File: src/rtl/vga_text_pkg.sv
// Shared constants and types for the VGA text-mode write front end:
// control codes, the default blank fill code and the writer FSM states.
package vga_text_pkg;

    localparam logic [7:0] CH_BS = 8'h08;
    localparam logic [7:0] CH_LF = 8'h0A;
    localparam logic [7:0] CH_FF = 8'h0C;
    localparam logic [7:0] CH_CR = 8'h0D;

    localparam logic [7:0] BLANK_DEFAULT = 8'h20;

    typedef enum logic [1:0] {
        IDLE         = 2'd0,
        CLEAR_LINE   = 2'd1,
        CLEAR_SCREEN = 2'd2
    } state_t;

endpackage

File: src/rtl/vga_text_cursor.sv
// Cursor position on the character grid plus row*COLS kept incrementally,
// so the writer never needs a multiplier to form addresses.
module vga_text_cursor #(
    parameter int COLS       = 210,
    parameter int ROWS       = 131,
    parameter int ADDR_WIDTH = 15
) (
    input  logic                    i_clk,
    input  logic                    i_reset,
    input  logic                    i_col_inc,
    input  logic                    i_col_dec,
    input  logic                    i_col_zero,
    input  logic                    i_row_adv,
    input  logic                    i_home,
    output logic [$clog2(COLS)-1:0] o_col,
    output logic [$clog2(ROWS)-1:0] o_row,
    output logic [ADDR_WIDTH-1:0]   o_row_base
);

    localparam int COL_W = $clog2(COLS);
    localparam int ROW_W = $clog2(ROWS);
    localparam logic [ROW_W-1:0]      LAST_ROW  = ROW_W'(ROWS - 1);
    localparam logic [ADDR_WIDTH-1:0] ROW_STEP  = ADDR_WIDTH'(COLS);

    logic [COL_W-1:0]      r_col;
    logic [ROW_W-1:0]      r_row;
    logic [ADDR_WIDTH-1:0] r_row_base;

    // Row base moves in lockstep with the row so it always equals row*COLS.
    always_ff @(posedge i_clk) begin
        if (i_reset || i_home) begin
            r_col      <= '0;
            r_row      <= '0;
            r_row_base <= '0;
        end else begin
            if (i_col_zero) begin
                r_col <= '0;
            end else if (i_col_inc) begin
                r_col <= r_col + COL_W'(1);
            end else if (i_col_dec) begin
                r_col <= r_col - COL_W'(1);
            end
            if (i_row_adv) begin
                if (r_row == LAST_ROW) begin
                    r_row      <= '0;
                    r_row_base <= '0;
                end else begin
                    r_row      <= r_row + ROW_W'(1);
                    r_row_base <= r_row_base + ROW_STEP;
                end
            end
        end
    end

    assign o_col      = r_col;
    assign o_row      = r_row;
    assign o_row_base = r_row_base;

endmodule

File: src/rtl/vga_text_writer.sv
// Byte-stream front end for the text-mode character memory: turns a
// ready/valid character stream into write strobes and blanking sweeps.
module vga_text_writer
    import vga_text_pkg::*;
#(
    parameter int         COLS       = 210,
    parameter int         ROWS       = 131,
    parameter int         ADDR_WIDTH = 15,
    parameter logic [7:0] BLANK      = BLANK_DEFAULT
) (
    input  logic                    i_clk,
    input  logic                    i_reset,
    input  logic                    i_in_valid,
    input  logic [7:0]              i_in_char,
    output logic                    o_in_ready,
    output logic [ADDR_WIDTH-1:0]   o_wr_addr,
    output logic [7:0]              o_wr_data,
    output logic                    o_wr_en,
    output logic [$clog2(COLS)-1:0] o_cursor_col,
    output logic [$clog2(ROWS)-1:0] o_cursor_row
);

    localparam int COL_W = $clog2(COLS);
    localparam int CNT_W = $clog2(COLS * ROWS + 1);
    localparam logic [COL_W-1:0] LAST_COL   = COL_W'(COLS - 1);
    localparam logic [CNT_W-1:0] LINE_END   = CNT_W'(COLS);
    localparam logic [CNT_W-1:0] SCREEN_END = CNT_W'(COLS * ROWS);

    state_t                r_state;
    state_t                w_state_next;
    logic [CNT_W-1:0]      r_cnt;
    logic [CNT_W-1:0]      w_cnt_next;
    logic                  r_wr_en;
    logic                  w_wr_en_next;
    logic [ADDR_WIDTH-1:0] r_wr_addr;
    logic [ADDR_WIDTH-1:0] w_wr_addr_next;
    logic [7:0]            r_wr_data;
    logic [7:0]            w_wr_data_next;

    logic                  w_col_inc;
    logic                  w_col_dec;
    logic                  w_col_zero;
    logic                  w_row_adv;
    logic                  w_home;
    logic [COL_W-1:0]      w_col;
    logic [ADDR_WIDTH-1:0] w_row_base;
    logic [ADDR_WIDTH-1:0] w_cur_addr;

    vga_text_cursor #(
        .COLS       (COLS),
        .ROWS       (ROWS),
        .ADDR_WIDTH (ADDR_WIDTH)
    ) u_cursor (
        .i_clk      (i_clk),
        .i_reset    (i_reset),
        .i_col_inc  (w_col_inc),
        .i_col_dec  (w_col_dec),
        .i_col_zero (w_col_zero),
        .i_row_adv  (w_row_adv),
        .i_home     (w_home),
        .o_col      (w_col),
        .o_row      (o_cursor_row),
        .o_row_base (w_row_base)
    );

    assign w_cur_addr = w_row_base + ADDR_WIDTH'(w_col);

    // Reset lands in CLEAR_SCREEN so the display is blanked after power-up.
    always_ff @(posedge i_clk) begin
        if (i_reset) begin
            r_state <= CLEAR_SCREEN;
            r_cnt   <= '0;
        end else begin
            r_state <= w_state_next;
            r_cnt   <= w_cnt_next;
        end
    end

    // Each clear runs one extra counter step past its last write, which holds
    // in_ready low for the cycle in which that last write is on the port.
    always_comb begin
        w_state_next   = r_state;
        w_cnt_next     = r_cnt;
        w_wr_en_next   = 1'b0;
        w_wr_addr_next = r_wr_addr;
        w_wr_data_next = r_wr_data;
        w_col_inc      = 1'b0;
        w_col_dec      = 1'b0;
        w_col_zero     = 1'b0;
        w_row_adv      = 1'b0;
        w_home         = 1'b0;
        case (r_state)
            IDLE: begin
                if (i_in_valid) begin
                    w_cnt_next = '0;
                    if (i_in_char >= 8'h20) begin
                        w_wr_en_next   = 1'b1;
                        w_wr_addr_next = w_cur_addr;
                        w_wr_data_next = i_in_char;
                        if (w_col == LAST_COL) begin
                            w_col_zero   = 1'b1;
                            w_row_adv    = 1'b1;
                            w_state_next = CLEAR_LINE;
                        end else begin
                            w_col_inc = 1'b1;
                        end
                    end else begin
                        case (i_in_char)
                            CH_LF: begin
                                w_col_zero   = 1'b1;
                                w_row_adv    = 1'b1;
                                w_state_next = CLEAR_LINE;
                            end
                            CH_CR: w_col_zero = 1'b1;
                            CH_BS: begin
                                if (w_col != '0) begin
                                    w_col_dec      = 1'b1;
                                    w_wr_en_next   = 1'b1;
                                    w_wr_addr_next = w_cur_addr - ADDR_WIDTH'(1);
                                    w_wr_data_next = BLANK;
                                end
                            end
                            CH_FF: begin
                                w_home       = 1'b1;
                                w_state_next = CLEAR_SCREEN;
                            end
                            default: ;
                        endcase
                    end
                end
            end
            CLEAR_LINE: begin
                if (r_cnt == LINE_END) begin
                    w_state_next = IDLE;
                end else begin
                    w_wr_en_next   = 1'b1;
                    w_wr_addr_next = w_row_base + ADDR_WIDTH'(r_cnt);
                    w_wr_data_next = BLANK;
                    w_cnt_next     = r_cnt + CNT_W'(1);
                end
            end
            CLEAR_SCREEN: begin
                if (r_cnt == SCREEN_END) begin
                    w_state_next = IDLE;
                end else begin
                    w_wr_en_next   = 1'b1;
                    w_wr_addr_next = ADDR_WIDTH'(r_cnt);
                    w_wr_data_next = BLANK;
                    w_cnt_next     = r_cnt + CNT_W'(1);
                end
            end
            default: w_state_next = CLEAR_SCREEN;
        endcase
    end

    always_ff @(posedge i_clk) begin
        if (i_reset) begin
            r_wr_en   <= 1'b0;
            r_wr_addr <= '0;
            r_wr_data <= '0;
        end else begin
            r_wr_en   <= w_wr_en_next;
            r_wr_addr <= w_wr_addr_next;
            r_wr_data <= w_wr_data_next;
        end
    end

    assign o_in_ready   = (r_state == IDLE);
    assign o_wr_en      = r_wr_en;
    assign o_wr_addr    = r_wr_addr;
    assign o_wr_data    = r_wr_data;
    assign o_cursor_col = w_col;

endmodule

File: config.mk
export PLATFORM = sky130hd
export DESIGN_NAME = vga_text_writer
export DESIGN_NICKNAME = d
export VERILOG_FILES = /design/src/rtl/vga_text_pkg.sv /design/src/rtl/vga_text_cursor.sv /design/src/rtl/vga_text_writer.sv
export SDC_FILE = /design/constraint.sdc
export NUM_CORES = 1
export LEC_CHECK = 0
export BUFFER_PORTS_ARGS = -buffer_cell sky130_fd_sc_hd__buf_2
export CAP_MARGIN = 20
export CORE_UTILIZATION = 60
export CTS_CLUSTER_DIAMETER = 200
export DETAILED_ROUTE_END_ITERATION = 8
export PLACE_DENSITY_LB_ADDON = 0.12
export SLEW_MARGIN = 40
export SYNTH_ARGS = -nofsm -noshare
export SYNTH_HDL_FRONTEND = slang
export SYNTH_SLANG_ARGS = --single-unit
File: constraint.sdc
create_clock -name i_clk -period 3.5 [get_ports i_clk]
set_input_delay 0.525 -clock i_clk [delete_from_list [all_inputs] [get_ports i_clk]]
set_output_delay 0.525 -clock i_clk [all_outputs]
set_load 0.05 [all_outputs]
Word-level counts from Yosys, hierarchy flattened
Cells that the tools add are included.

Input port bits: 11. Flip-flop bits (word level): 72. Logic and storage cells: 102.

Mux-type cells: 56. Reduce and logical (&&, ||, !) cells: 10. Order comparisons: 1. Add/sub/neg operators: 8. Eq/ne operators: 19.

Operators with widths (number): $mux 15 (10); $pmux 15 s3 (2); $mux 8 (9); $eq 8x4->1 const B (4); $mux 1 (26); $pmux 8 s3 (1); $add 8x1->8 const B (2); $eq 8x8->1 const B (2); $add 15x1->15 const B (1); $add 15x15->15 (1); $add 15x8->15 (1); $add 15x8->15 const B (1); $eq 15x15->1 const B (1); $eq 15x8->1 const B (1); $sub 15x1->15 const B (1); $mux 2 (5); $ne 2x2->1 const B (5); $ge 8x6->1 const B (1); $reduce_bool 8->1 (1); $sub 8x1->8 const B (1); $ne 3x1->1 const B (2); $pmux 2 s3 (1); $reduce_and 6->1 (1); $reduce_and 5->1 (1); 12 further kinds (13).

Logic depth before layout (Yosys ltp)
Gate-level depths: netlist (run 1).

Depth after elaboration: 8. Depth in mapped cells: 14. Gate-level depth less buffers: 13.

Modules after synthesis
A second synthesis (run 1) with hierarchy kept.

Cell total of the unflattened synthesis: 666. Area total of the unflattened synthesis: 5266.3 um^2.

Modules (own cells, without submodules): vga_text_writer (area an instance 3668.5 um^2, times used 1, seq. area each 820.8 um^2, cells each 479); vga_text_cursor (area an instance 1597.8 um^2, times used 1, seq. area each 600.6 um^2, cells each 187).

Least setup slack after synthesis (run 1)
No wires, ideal clock.

Kind: reg-to-reg. Start point: reg r_state[1]. End point: reg u_cursor.r_col[7] (netlist: u_cursor.o_col[7]). Path slack: -0.032 ns. Arrival time: 3.411 ns. Setup time: 0.121 ns. Cell stages (with the launch flop): 15. Required time: 3.379 ns. Cells stage by stage: dfxtp_1 -> inv_1 -> ha_1 -> clkbuf_1 -> nand2_1 -> or3_1 -> ha_1 -> a21o_1 -> a21oi_1 -> o21bai_1 -> a2111oi_0 -> o21ai_0 -> a21oi_1 -> xnor2_1 -> nor2_1.

Longest elaborated chain between the ends: 4.

Ends and longest elaborated chain: start: declaration (line vga_text_writer.sv:29) `state_t r_state;`; start signal: assignment (line vga_text_writer.sv:74) `r_state <= w_state_next;`; $logic_not 2->1 (*); net o_in_ready (line vga_text_writer.sv:15) `output logic o_in_ready,`; $mux 1 (line vga_text_writer.sv:92) `case (r_state)`; $logic_or 1x1->1 (line vga_text_cursor.sv:31) `if (i_reset || i_home) begin`; $reduce_or 2->1 (no line); end signal: assignment (line vga_text_cursor.sv:39) `r_col <= r_col + COL_W'(1);`; end signal: assignment (line vga_text_cursor.sv:41) `r_col <= r_col - COL_W'(1);`; end: declaration (line vga_text_cursor.sv:25) `logic [COL_W-1:0] r_col;`.

Mark *: on every way through the listed nets, which the timed path passes. The rest lies on a longest branch. A chain may end at the register's enable or synchronous reset.

Final worst setup path (run 1)
Start point: reg r_state[0]. End point: reg u_cursor.r_col[7] (netlist: u_cursor.o_col[7]).

Longest elaborated chain between the ends: 4.

Ends and longest elaborated chain (line): $logic_not 2->1 (*) (vga_text_writer.sv:92); $mux 1 (vga_text_writer.sv:92); $logic_or 1x1->1 (vga_text_cursor.sv:31); $reduce_or 2->1 (no line).

Every way passes the cells marked *; elsewhere a longest branch is shown, timed or not.

==> results of run 1 <==
==> report_power, final <==
group	internal, uW	switching, uW	leakage [uW]
Clock	399	328	0.000102
Combinational	28.3	52.4	0.00167
Sequential	813	7.56	0.000573
Total	1240	388	0.00234
==> routing by layer <==
metal  share of wire, %  wire [um]  vias to the layer above
met3                5.9        728                       24
met5                  0          0                        -
met4                2.3        289                        0
met1                 45       5570                     2153
li1                   -          -                     2273
met2                 46       5720                      130
==> state kept, by name, summed over array words and instances (netlist names) <==
signal and cells:
o_wr_addr 15, u_cursor.o_col 8, o_wr_data 8, r_state 2
r_cnt 15, u_cursor.o_row 8, o_wr_en 1, u_cursor.o_row_base 14
==> worst max-delay path by stage <==
stage	from	slack, ps	depth (start not counted)	endpoint
final	r_state[0]$_SDFFE_PP0P_	260	13	u_cursor.o_col[7]$_SDFFE_PP0P_
after global routing	r_state[0]$_SDFFE_PP0P_	0.2	13	u_cursor.o_col[7]$_SDFFE_PP0P_
after CTS	r_state[0]$_SDFFE_PP0P_	250	13	u_cursor.o_col[7]$_SDFFE_PP0P_
after detailed placement	r_state[0]$_SDFFE_PP0P_	260	13	u_cursor.o_col[7]$_SDFFE_PP0P_
after global placement	r_state[1]$_SDFFE_PP1P_	450	13	u_cursor.o_col[7]$_SDFFE_PP0P_
after floorplan	r_state[1]$_SDFFE_PP1P_	100	14	u_cursor.o_col[7]$_SDFFE_PP0P_
==> cells by family after synthesis <==
family                   Yosys count  synth area share (%)
adder cells (fa/ha/maj)           37                  9.56
multiplexers                       7                  1.42
AO/OA/AOI/OAI                    139                  20.0
AND/OR/NAND/NOR                  239                  24.7
buffers and inverters             49                  4.12
flip-flops                        71                  28.9
XOR/XNOR                          64                  11.4
==> metrics by stage <==
step	hold slack, ps	util (%)	cells	area, um2
final	450	69.7	755	5470
after global routing	453	69.7	755	5470
after CTS	443	69.7	755	5470
after detailed placement	442	67.0	739	5260
after global placement	435	67.0	739	5260
after floorplan	481	-	606	4920
==> timing repair <==
item,CTS,global route
endpoints found under the setup margin,0,1
hold buffers,0,0
gates resized for setup,0,1
==> layout make-up <==
cell class              count  area, um2  area share (%)
repair buffers             62        338            6.18
multi-input cells         486       3300            60.4
clock inverters             6       85.1            1.56
clock buffers              10        128            2.33
flip-flops and latches     71       1420            26.0
well taps                 102        128            2.33
inverters                  18       67.6            1.24
==> cells in the mapped netlist, types with 3 or more instances <==
cell	n
nand2b_1	6
or4_1	5
a32oi_1	3
nor2_1	84
o21ai_0	18
nor3_1	21
o21ai_1	6
or2_2	4
or3_1	7
a22oi_1	3
a21oi_1	41
and3_1	3
a31oi_1	4
xnor2_1	32
a211oi_1	8
inv_1	17
nor2b_1	3
nor4_1	7
nand2_1	48
a221o_1	3
dfxtp_1	71
o211ai_1	4
nand4_1	13
clkbuf_1	22
nor4_4	3
nand3_1	15
buf_2	6
a221oi_1	5
o21bai_1	5
nor3b_1	3
a22o_1	3
o21a_1	4
xor2_1	32
ha_1	36
mux2i_1	7
a21o_1	7
o31ai_1	3
==> worst max-delay path: cells and delay by family (launching register included) <==
family | cells | cell delay, ps
AOI/OAI and AO/OA | 5 | 1130
DFF | 1 | 350
adders and majority gates | 2 | 610
xor gates and xnor gates | 1 | 140
buffers and inverters | 2 | 290
and+or+nand+nor | 3 | 600
==> reports/results.md, run 1 <==
- status: complete, no violations
- synth-to-layout area growth: 11.1%
- biggest area consumer among synthesized cells: dfxtp_1
- Post-synth ARST share: 0%
- met2 GRT Util: 48.6%
- root buffer cell: clkbuf_8
- count of mapped cells out of synthesis: 606
- maximum clock insertion buffer count: 2
- worst path required time: 3740 ps
- Post-synth EDFFs: 0
- Routed wire per std cell: 16.3 um
- # diodes: 0
- most utilized layer in the global route result: met2
- Setup crit start kind: flip-flop
- worst hold stages: 2
- r2r endpoint: u_cursor.o_col[7]$_SDFFE_PP0P_
- maximum number of pins on one net before global-route repair: 28
- count of antenna-violating nets left after detailed routing: 0
- yosys synthesis warning count: 0
- primary flip-flop cell chosen by synthesis mapping: dfxtp_1
- maximum clock rate: 309 MHz
- via count of the first global-routing pass: 4317
- area share of the largest cell type after synthesis: 28.9%
- worst hold-check path type: flip-flop to flip-flop
- dpl hpwl: 8960 um
- largest driver fanout on the critical path: 10
- remaining global-route overflow: 0
- placer congestion estimate: 0.857
- Post-CTS Setup Inserts: 0
- capturing element type of the critical path: flip-flop
- Final Critical Period: 3240 ps
- Port Buffers: 51
- cells along the critical path: inv_1, ha_2, nand2_1, or3_1, buf_4, ha_1, a21oi_1, o21bai_1, a2111oi_1, o21ai_0, a21oi_1, xnor2_1, nor2_1
- final worst setup slack: 262 ps
- worst reg2reg path startpoint: r_state[0]$_SDFFE_PP0P_
- CTS Buf Count: 9
- Initial Util: 62.7%
- worst-case setup slack after placement: 259 ps
- power per cell area: 298 nW/um2
- setup slack, reg-to-reg: 260 ps
- number of failing setup endpoints in the final timing report: 0
- CTS tree: done
- most common cell after layout, fill and taps aside: nor2_1
- Total Wirelength: 12300 um
- TNS Setup: 0 ps
- Top Ports: 52
- met3 GRT Util: 6.08%
- via density per instance: 6.07
- most used cell along the critical path: a21oi_1
- combined area of all synthesized cells: 4920 um2
- global-route wire length before repair: 20300 um
- most frequent cells in the layout: nor2_1, dfxtp_1, buf_2
- final hold viol count: 0
- clock-pin transition on the worst setup and hold timing paths: 80 ps
- DRC violations left: 0
- end point of the most critical hold path: o_wr_data[0]$_SDFFE_PP0P_
- Clock Skews: 9.09 ps
- initial antenna violation count: 0
- max-capacitance violation count: 0
- Synth Register Bits: 71
- worst-skew pair later-pin latency: 350 ps
- total number of vias: 4580
- first-pass iteration count of the detailed router: 5
- die outline area: 8570 um2
- clock sink count: 71
- Core Footprint: 7850 um2
- worst setup path class: flip-flop to flip-flop
- final max-slew violation count: 0
- met1 Usage GRT: 38.7%
- post-layout total power: 1630 uW
- vertical extent of the die: 92.6 um
- leakage: 0.00234 uW
- post-route clock period utilization: 92.5%
- ratio of cells with drive above 1 in the final layout: 14.4%
- register area share after synthesis: 28.9%
- cell with the biggest individual delay on the critical path: a2111oi_1
- Synth area leaders: dfxtp_1, ha_1, nor2_1, xnor2_1, xor2_1
- largest stage delay on the critical path: 450 ps
- count of cell types in the netlist: 75
- RSZ-0062 raised after global routing: no
- measured slew at the worst slew-check pin: 666 ps
- number of rows in the core area: 32
- startpoint of the worst hold path: o_wr_data[0]$_SDFFE_PP0P_
- Final Net Count: 696
- number of nets in the synthesized netlist: 654
- worst slew margin relative to its limit: 55.3%
- CTS H-tree lvls: 3
- filler instances: 704
- depth of the worst register-to-register path: 13
- GR Util All Layers: 29.9%
- chip width: 92.6 um
- IR Drop Worst-Case VDD: 0.242 mV
- data arrival time at the worst-slack endpoint: 3470 ps
- count of routing violations after the opening detailed-route iteration: 259
- average cell area after synthesis: 8.12 um2
(Power assumes the default switching activity.)
==> run 2, diff against run 1 <==
--- a/config.mk
+++ b/config.mk
@@ -5,9 +5,11 @@
 export SDC_FILE = /design/constraint.sdc
 export NUM_CORES = 1
 export LEC_CHECK = 0
+export ABC_AREA = 1
 export BUFFER_PORTS_ARGS = -buffer_cell sky130_fd_sc_hd__buf_2
 export CAP_MARGIN = 20
 export CORE_UTILIZATION = 60
+export CTS_BUF_LIST = sky130_fd_sc_hd__clkbuf_8 sky130_fd_sc_hd__clkbuf_16
 export CTS_CLUSTER_DIAMETER = 200
 export DETAILED_ROUTE_END_ITERATION = 8
 export PLACE_DENSITY_LB_ADDON = 0.12
==> run 2 against run 1 <==
- the run now ends with design-rule violations left
- sequential share of layout area shrank 2.7 points
- cell count up 35%
- non-clock buffer count down 10
- cell area grew 12%
- register-to-register slack better by 240 ps
- core utilization decreased by 0.74 points
- worst setup slack improved by 240 ps
- clock power grew 4.5%
- count of clock-buffer cells in the layout decreased by 1
- total power grew 100%
- synthesized area grew 13%
==> reports/results.md, run 2 <==
- clock sink count: 71, unchanged
- worst-skew pair later-pin latency: 360 ps, about the same
- total number of vias: 5963, +30%
- hold buffer count at CTS: 0, unchanged
- capturing element type of the critical path: flip-flop
- r2r endpoint: u_cursor.o_col[5]$_SDFFE_PP0P_
- number of nets in the synthesized netlist: 909, +39%
- Top Ports: 52, unchanged
- Post-synth ARST share: 0%, unchanged
- Post-Synth Adder-Cell Area: 8.42%, -1.1 points
- global-route wire length before repair: 26200 um, +29%
- Post-synth EDFFs: 0, unchanged
- RSZ-0062 raised after global routing: no
- cells along the critical path: inv_1, ha_1, nand2_1, nor2_1, inv_1, ha_1, a21o_1, a31oi_1, inv_1, a21oi_1, o21ai_0, xnor2_1, a21oi_1
- Port Buffers: 51, unchanged
- most frequent cells in the layout: nand2_1, inv_1, a21oi_1
- maximum clock rate: 334 MHz, +8.1%
- post-synthesis compound-gate area fraction: 18.2%, -1.8 points
- final hold viol count: 0, unchanged
- ratio of cells with drive above 1 in the final layout: 14.3%, -0.047 points
- CTS tree: done
- worst slew margin relative to its limit: 57.8%, +2.5 points
- violations in the final reports: design-rule violations
- maximum number of pins on one net before global-route repair: 31, +11%
- clock-pin transition on the worst setup and hold timing paths: 90 ps, about the same
- via density per instance: 5.84, -3.7%
- count of mapped cells out of synthesis: 861, +42%
- CTS Buf Count: 9, unchanged
- count of routing violations after the opening detailed-route iteration: 340, +31%
- die outline area: 9700 um2, +13%
- largest driver fanout on the critical path: 8, -2
- biggest area consumer among synthesized cells: dfxtp_1
- data arrival time at the worst-slack endpoint: 3240 ps, -230 ps
- vertical extent of the die: 98.5 um, +6.4%
- remaining global-route overflow: 0, unchanged
- Total Wirelength: 15700 um, +28%
- Worst setup startpoint: r_state[0]$_SDFFE_PP0P_
- placer congestion estimate: 1.00, +17%
- maximum clock insertion buffer count: 2, unchanged
- dpl hpwl: 12200 um, +36%
- worst setup path class: flip-flop to flip-flop
- logic depth of the worst path, buffers included: 13, unchanged
- average cell area after synthesis: 6.49 um2, -20%
- combined area of all synthesized cells: 5590 um2, +13%
- Post-CTS Setup Inserts: 0, unchanged
- leakage: 0.00291 uW, +24%
- measured slew at the worst slew-check pin: 627 ps, -38.6 ps
- synth-to-layout area growth: 9.20%
- number of rows in the core area: 34, +6.3%
- simple logic cell fraction of the synthesized area: 35.0%, +10 points
- filler instances: 832, +18%
- post-layout total power: 3280 uW, +100%
- Core Footprint: 8850 um2, +13%
- power per cell area: 537 nW/um2, +80%
- Final Critical Period: 2990 ps, -243 ps
- Buf/Inv on CP: 3, +1
- initial antenna violation count: 0, unchanged
- category of cells accounting for the largest share of critical-path delay: compound AO/OA/AOI/OAI gates
- TNS Setup: 0 ps, unchanged
- Synth top cells by count: nand2_1, inv_1, a21oi_1
- setup slack, reg-to-reg: 510 ps, +240 ps
- first-pass iteration count of the detailed router: 7, +2
- register area share after synthesis: 25.4%, -3.4 points
- via count of the first global-routing pass: 5612, +30%
- area share of xor/xnor cells in the synthesized design: 2.98%, -8.4 points
- cell with the biggest individual delay on the critical path: ha_1
- final max-slew violation count: 0, unchanged
- post-route clock period utilization: 85.6%, -7.0 points
- count of cell types in the netlist: 52, -31%
- worst path required time: 3750 ps, about the same
- CTS H-tree lvls: 3, unchanged
- Setup crit start kind: flip-flop
- depth of the worst register-to-register path: 13, unchanged
- most frequent cell after synthesis: nand2_1
- DRC violations left: 2, +2
- IR Drop Worst-Case VDD: 0.599 mV, +150%
- Setup crit end: u_cursor.o_col[5]$_SDFFE_PP0P_
- area share of the largest cell type after synthesis: 25.4%, -3.4 points
- root buffer cell: clkbuf_8
- chip width: 98.5 um, +6.4%
- Routed wire per std cell: 15.4 um, -5.5%
- worst hold-check path type: input port to flip-flop
- # diodes: 0, unchanged
- Synth area leaders: dfxtp_1, nand2_1, a21oi_1, ha_1, inv_1
- most used cell along the critical path: inv_1
- Synth Register Bits: 71, unchanged
- most common cell after layout, fill and taps aside: nand2_1
- yosys synthesis warning count: 0, unchanged
- worst reg2reg path startpoint: r_state[0]$_SDFFE_PP0P_
- status: finished, violations left
- GR Util All Layers: 33.7%, +3.9 points
- primary flip-flop cell chosen by synthesis mapping: dfxtp_1
- max-capacitance violation count: 0, unchanged
- main combinational cell family by area after synthesis: simple AND/OR/NAND/NOR gates
- largest stage delay on the critical path: 380 ps, -70 ps
- Post-CTS Resized: 0, unchanged
- count of antenna-violating nets left after detailed routing: 0, unchanged
- number of failing setup endpoints in the final timing report: 0, unchanged
- mux cell area share after synthesis: 0.179%, -1.2 points
- Final Net Count: 956, +37%
- Clock Skews: 13.6 ps, +4.56 ps
- Initial Util: 63.1%, +0.41 points
## run 2: worst min path at each step
stage	slack, ps	depth (start not counted)	endpoint	start
after floorplan	470	2	r_cnt[0]$_SDFFE_PP0P_	r_cnt[0]$_SDFFE_PP0P_
after global placement	450	2	o_wr_data[7]$_SDFFE_PP0P_	o_wr_data[7]$_SDFFE_PP0P_
after detailed placement	450	2	o_wr_data[6]$_SDFFE_PP0P_	o_wr_data[6]$_SDFFE_PP0P_
after CTS	440	3	o_wr_data[5]$_SDFFE_PP0P_	i_in_char[5]
after global routing	450	3	o_wr_data[2]$_SDFFE_PP0P_	i_in_char[2]
final	440	3	o_wr_data[5]$_SDFFE_PP0P_	i_in_char[5]
## run 2: cells by family after synthesis
logic type / count (synthesis)
adder cells (fa/ha/maj): 37
multiplexers: 1
XOR/XNOR: 19
flip-flops: 71
buffers and inverters: 132
AO/OA/AOI/OAI: 180
AND/OR/NAND/NOR: 421
## run 2: cell type report
cell class | count | area (um2) | share of cell area (%)
clock buffers | 9 | 124 | 2.03
clock inverters | 7 | 96.3 | 1.58
inverters | 116 | 443 | 7.26
multi-input cells | 658 | 3620 | 59.3
flip-flops and latches | 71 | 1420 | 23.3
well taps | 108 | 135 | 2.21
repair buffers | 52 | 263 | 4.31
## run 2: power by group
group | switching, uW | total [uW] | leakage (uW) | internal (uW)
sequential | 88.2 | 1000 | 0.000576 | 916
clock | 357 | 760 | 0.000107 | 403
combinational | 1100 | 1510 | 0.00223 | 412
total | 1550 | 3280 | 0.00291 | 1730
## run 2: per-stage QoR
stage / hold slack [ps] / util, % / instance area [um2] / worst slack [ps] / std cells
after global routing: 447 / 68.9 / 6100 / 173 / 1021
final: 441 / 68.9 / 6100 / 506 / 1021
after detailed placement: 452 / 66.5 / 5880 / 526 / 1005
after global placement: 451 / 66.5 / 5880 / 620 / 1005
after CTS: 436 / 68.9 / 6100 / 517 / 1021
after floorplan: 471 / - / 5590 / 446 / 861
## run 2: routing by layer
layer / track usage, % / part of all wire [%] / vias up
li1: - / - / 2964
met1: 43.2 / 44 / 2733
met2: 58.1 / 47 / 233
met3: 5.53 / 6.9 / 33
met4: 10.8 / 2.7 / 0
met5: 0 / 0 / -
## run 2: worst register-to-register path: stages, from the launching register on
cell and delay (ps):
dfxtp_1 350, inv_1 80, ha_1 350, nand2_1 220, nor2_1 290, inv_1 220
ha_1 380, a21o_1 190, a31oi_1 280, inv_1 70, a21oi_1 120, o21ai_0 100
xnor2_1 150, a21oi_1 80
==> run 3, diff against run 2 <==
--- a/config.mk
+++ b/config.mk
@@ -8,7 +8,9 @@
 export ABC_AREA = 1
 export BUFFER_PORTS_ARGS = -buffer_cell sky130_fd_sc_hd__buf_2
 export CAP_MARGIN = 20
-export CORE_UTILIZATION = 60
+export CELL_PAD_IN_SITES_DETAIL_PLACEMENT = 2
+export CELL_PAD_IN_SITES_GLOBAL_PLACEMENT = 2
+export CORE_UTILIZATION = 33
 export CTS_BUF_LIST = sky130_fd_sc_hd__clkbuf_8 sky130_fd_sc_hd__clkbuf_16
 export CTS_CLUSTER_DIAMETER = 200
 export DETAILED_ROUTE_END_ITERATION = 8
==> run 3 against run 2 <==
- the run now ends clean
- sequential share of layout area down 0.93 points
- maximum frequency down 5.7%
- critical path depth unchanged
- routed wire length up 33%
- cell count up 11%
- sequential power about the same
- register-to-register slack worse by 180 ps
- worst setup slack worse by 180 ps
- core utilization down 31 points
- die area up 80%
- non-clock buffer count up 1
- total power up 10%
- largest cell class unchanged
==> reports/results.md, run 3 (synthesis results as in run 2) <==
- largest stage delay on the critical path: 390 ps, about the same
- most used cell along the critical path: inv_1
- global-route wire length before repair: 33800 um, +29%
- largest driver fanout on the critical path: 8, unchanged
- category of cells accounting for the largest share of critical-path delay: compound AO/OA/AOI/OAI gates
- share of total power in combinational logic: 43.2%, -3.0 points
- Core Footprint: 16600 um2, +87%
- die outline area: 17500 um2, +80%
- Net Sw Frac: 45.9%, -1.3 points
- total number of vias: 5966, +0.050%
- placer congestion estimate: 0.857, -15%
- clock sink count: 71, unchanged
- TNS Setup: 0 ps, unchanged
- Final Net Count: 957, +0.10%
- # diodes: 0, unchanged
- Top Ports: 52, unchanged
- fraction of power consumed by sequential logic: 28.2%, -2.5 points
- leakage: 0.00297 uW, +1.9%
- worst-case hold slack: 458 ps, +16.7 ps
- remaining global-route overflow: 0, unchanged
- count of antenna-violating nets left after detailed routing: 0, unchanged
- Buf/Inv on CP: 3, unchanged
- via count of the first global-routing pass: 6465, +15%
- clock-pin transition on the worst setup and hold timing paths: 70 ps, -20 ps
- synth-to-layout area growth: 13.8%
- ratio of cells with drive above 1 in the final layout: 14.7%, +0.31 points
- final worst setup slack: 324 ps, -181 ps
- IR Drop Worst-Case VDD: 0.238 mV, -60%
- filler instances: 2078, +150%
- cells along the critical path: inv_1, ha_1, nand2_1, nor2_1, inv_1, ha_1, a21o_1, a31oi_1, inv_1, a21oi_1, o21ai_0, xnor2_1, a21oi_1
- worst path required time: 3720 ps, -30 ps
- Total Wirelength: 20900 um, +33%
- chip width: 132 um, +34%
- Clk network pwr share: 28.6%, +5.4 points
- cell with the biggest individual delay on the critical path: ha_1
- via density per instance: 5.26, -9.9%
- worst-case setup slack after placement: 375 ps, -151 ps
- measured slew at the worst slew-check pin: 621 ps, -6.12 ps
- CTS Buf Count: 9, unchanged
- internal power consumption: 1960 uW, +13%
- vertical extent of the die: 132 um, +34%
- first-pass iteration count of the detailed router: 5, -2
- worst setup path class: flip-flop to flip-flop
- initial antenna violation count: 0, unchanged
- worst hold-check path type: input port to flip-flop
- hold buffer count at CTS: 0, unchanged
- Port Buffers: 51, unchanged
- status: complete, no violations
- dpl hpwl: 16600 um, +36%
- Placed Area: 6030 um2, +2.5%
- Setup crit start kind: flip-flop
- final hold viol count: 0, unchanged
- post-route clock period utilization: 90.7%, +5.2 points
- maximum number of pins on one net before global-route repair: 31, unchanged
- most frequent cells in the layout: nand2_1, inv_1, a21oi_1
- RSZ-0062 raised after global routing: no
- Post-CTS Resized: 0, unchanged
- Post-CTS Setup Inserts: 0, unchanged
- count of routing violations after the opening detailed-route iteration: 222, -35%
- most common cell after layout, fill and taps aside: nand2_1
- worst-skew pair later-pin latency: 350 ps, about the same
- footprint of the flip-flops and latches: 1420 um2, unchanged
- DRC violations left: 0, -2
- number of failing setup endpoints in the final timing report: 0, unchanged
- final max-slew violation count: 0, unchanged
- maximum clock insertion buffer count: 2, unchanged
- number of rows in the core area: 47, +38%
- fin area: 6350 um2, +4.2%
- GR Util All Layers: 24.5%, -9.2 points
- Initial Util: 33.7%, -29 points
- Clock Skews: 9.21 ps, -4.44 ps
- capturing element type of the critical path: flip-flop
- root buffer cell: clkbuf_16
- CTS H-tree lvls: 3, unchanged
- Final Critical Period: 3180 ps, +181 ps
- worst slew margin relative to its limit: 58.5%, +0.75 points
- max-capacitance violation count: 0, unchanged
- Switching Power: 1660 uW, +7.5%
- power per cell area: 570 nW/um2, +6.1%
- CTS tree: done
- Routed wire per std cell: 18.4 um, +19%
- maximum clock rate: 315 MHz, -5.7%
- footprint of the multi-input gates: 3620 um2, +0.17%
- data arrival time at the worst-slack endpoint: 3400 ps, +160 ps
-- run 3: metrics by stage --
| stage | std cells | utilization, % | power (uW) |
|---|---|---|---|
| floorplan | 861 | - | 2210 |
| global placement | 1118 | 36.4 | 2530 |
| detailed placement | 1118 | 36.4 | 2600 |
| CTS | 1134 | 38.3 | 3650 |
| global route | 1134 | 38.3 | 3820 |
| finish | 1134 | 38.3 | 3620 |
-- run 3: final cells by class --
type,instances,area share (%)
tap,220,4.33
sequential,71,22.4
inverter,116,6.97
timing repair buffer,53,4.25
clock inverter,7,1.50
multi-input combinational,658,57.0
clock buffer,9,3.54
-- run 3: tightest hold or removal path: stages --
cell     delay (ps)
buf_2            70
inv_1            50
a31oi_1         120
-- run 3: layer usage --
layer | global-route usage [%] | share of wire [%] | vias up
li1 | - | - | 2946
met1 | 30.2 | 46 | 2941
met2 | 44.7 | 51 | 61
met3 | 3.08 | 2.0 | 18
met4 | 6.20 | 1.4 | 0
met5 | 0 | 0 | -
-- run 3: path summary, 6_finish.rpt --
path              cells after the start                             end  slack [ps]                      start
hold reg to reg                       2       o_wr_data[0]$_SDFFE_PP0P_         470  o_wr_data[0]$_SDFFE_PP0P_
hold / removal                        3       o_wr_data[5]$_SDFFE_PP0P_         460               i_in_char[5]
setup reg to reg                     13  u_cursor.o_col[5]$_SDFFE_PP0P_         320    r_state[0]$_SDFFE_PP0P_
setup / recovery                     13  u_cursor.o_col[5]$_SDFFE_PP0P_         320    r_state[0]$_SDFFE_PP0P_
-- run 3: power groups by stage --
stage	logic, uW	registers [uW]	clock network [uW]
after floorplan	916	1300	0
after global placement	1510	1030	0
after detailed placement	1560	1040	0
after CTS	1570	1020	1050
after global routing	1700	1030	1090
final	1560	1020	1040
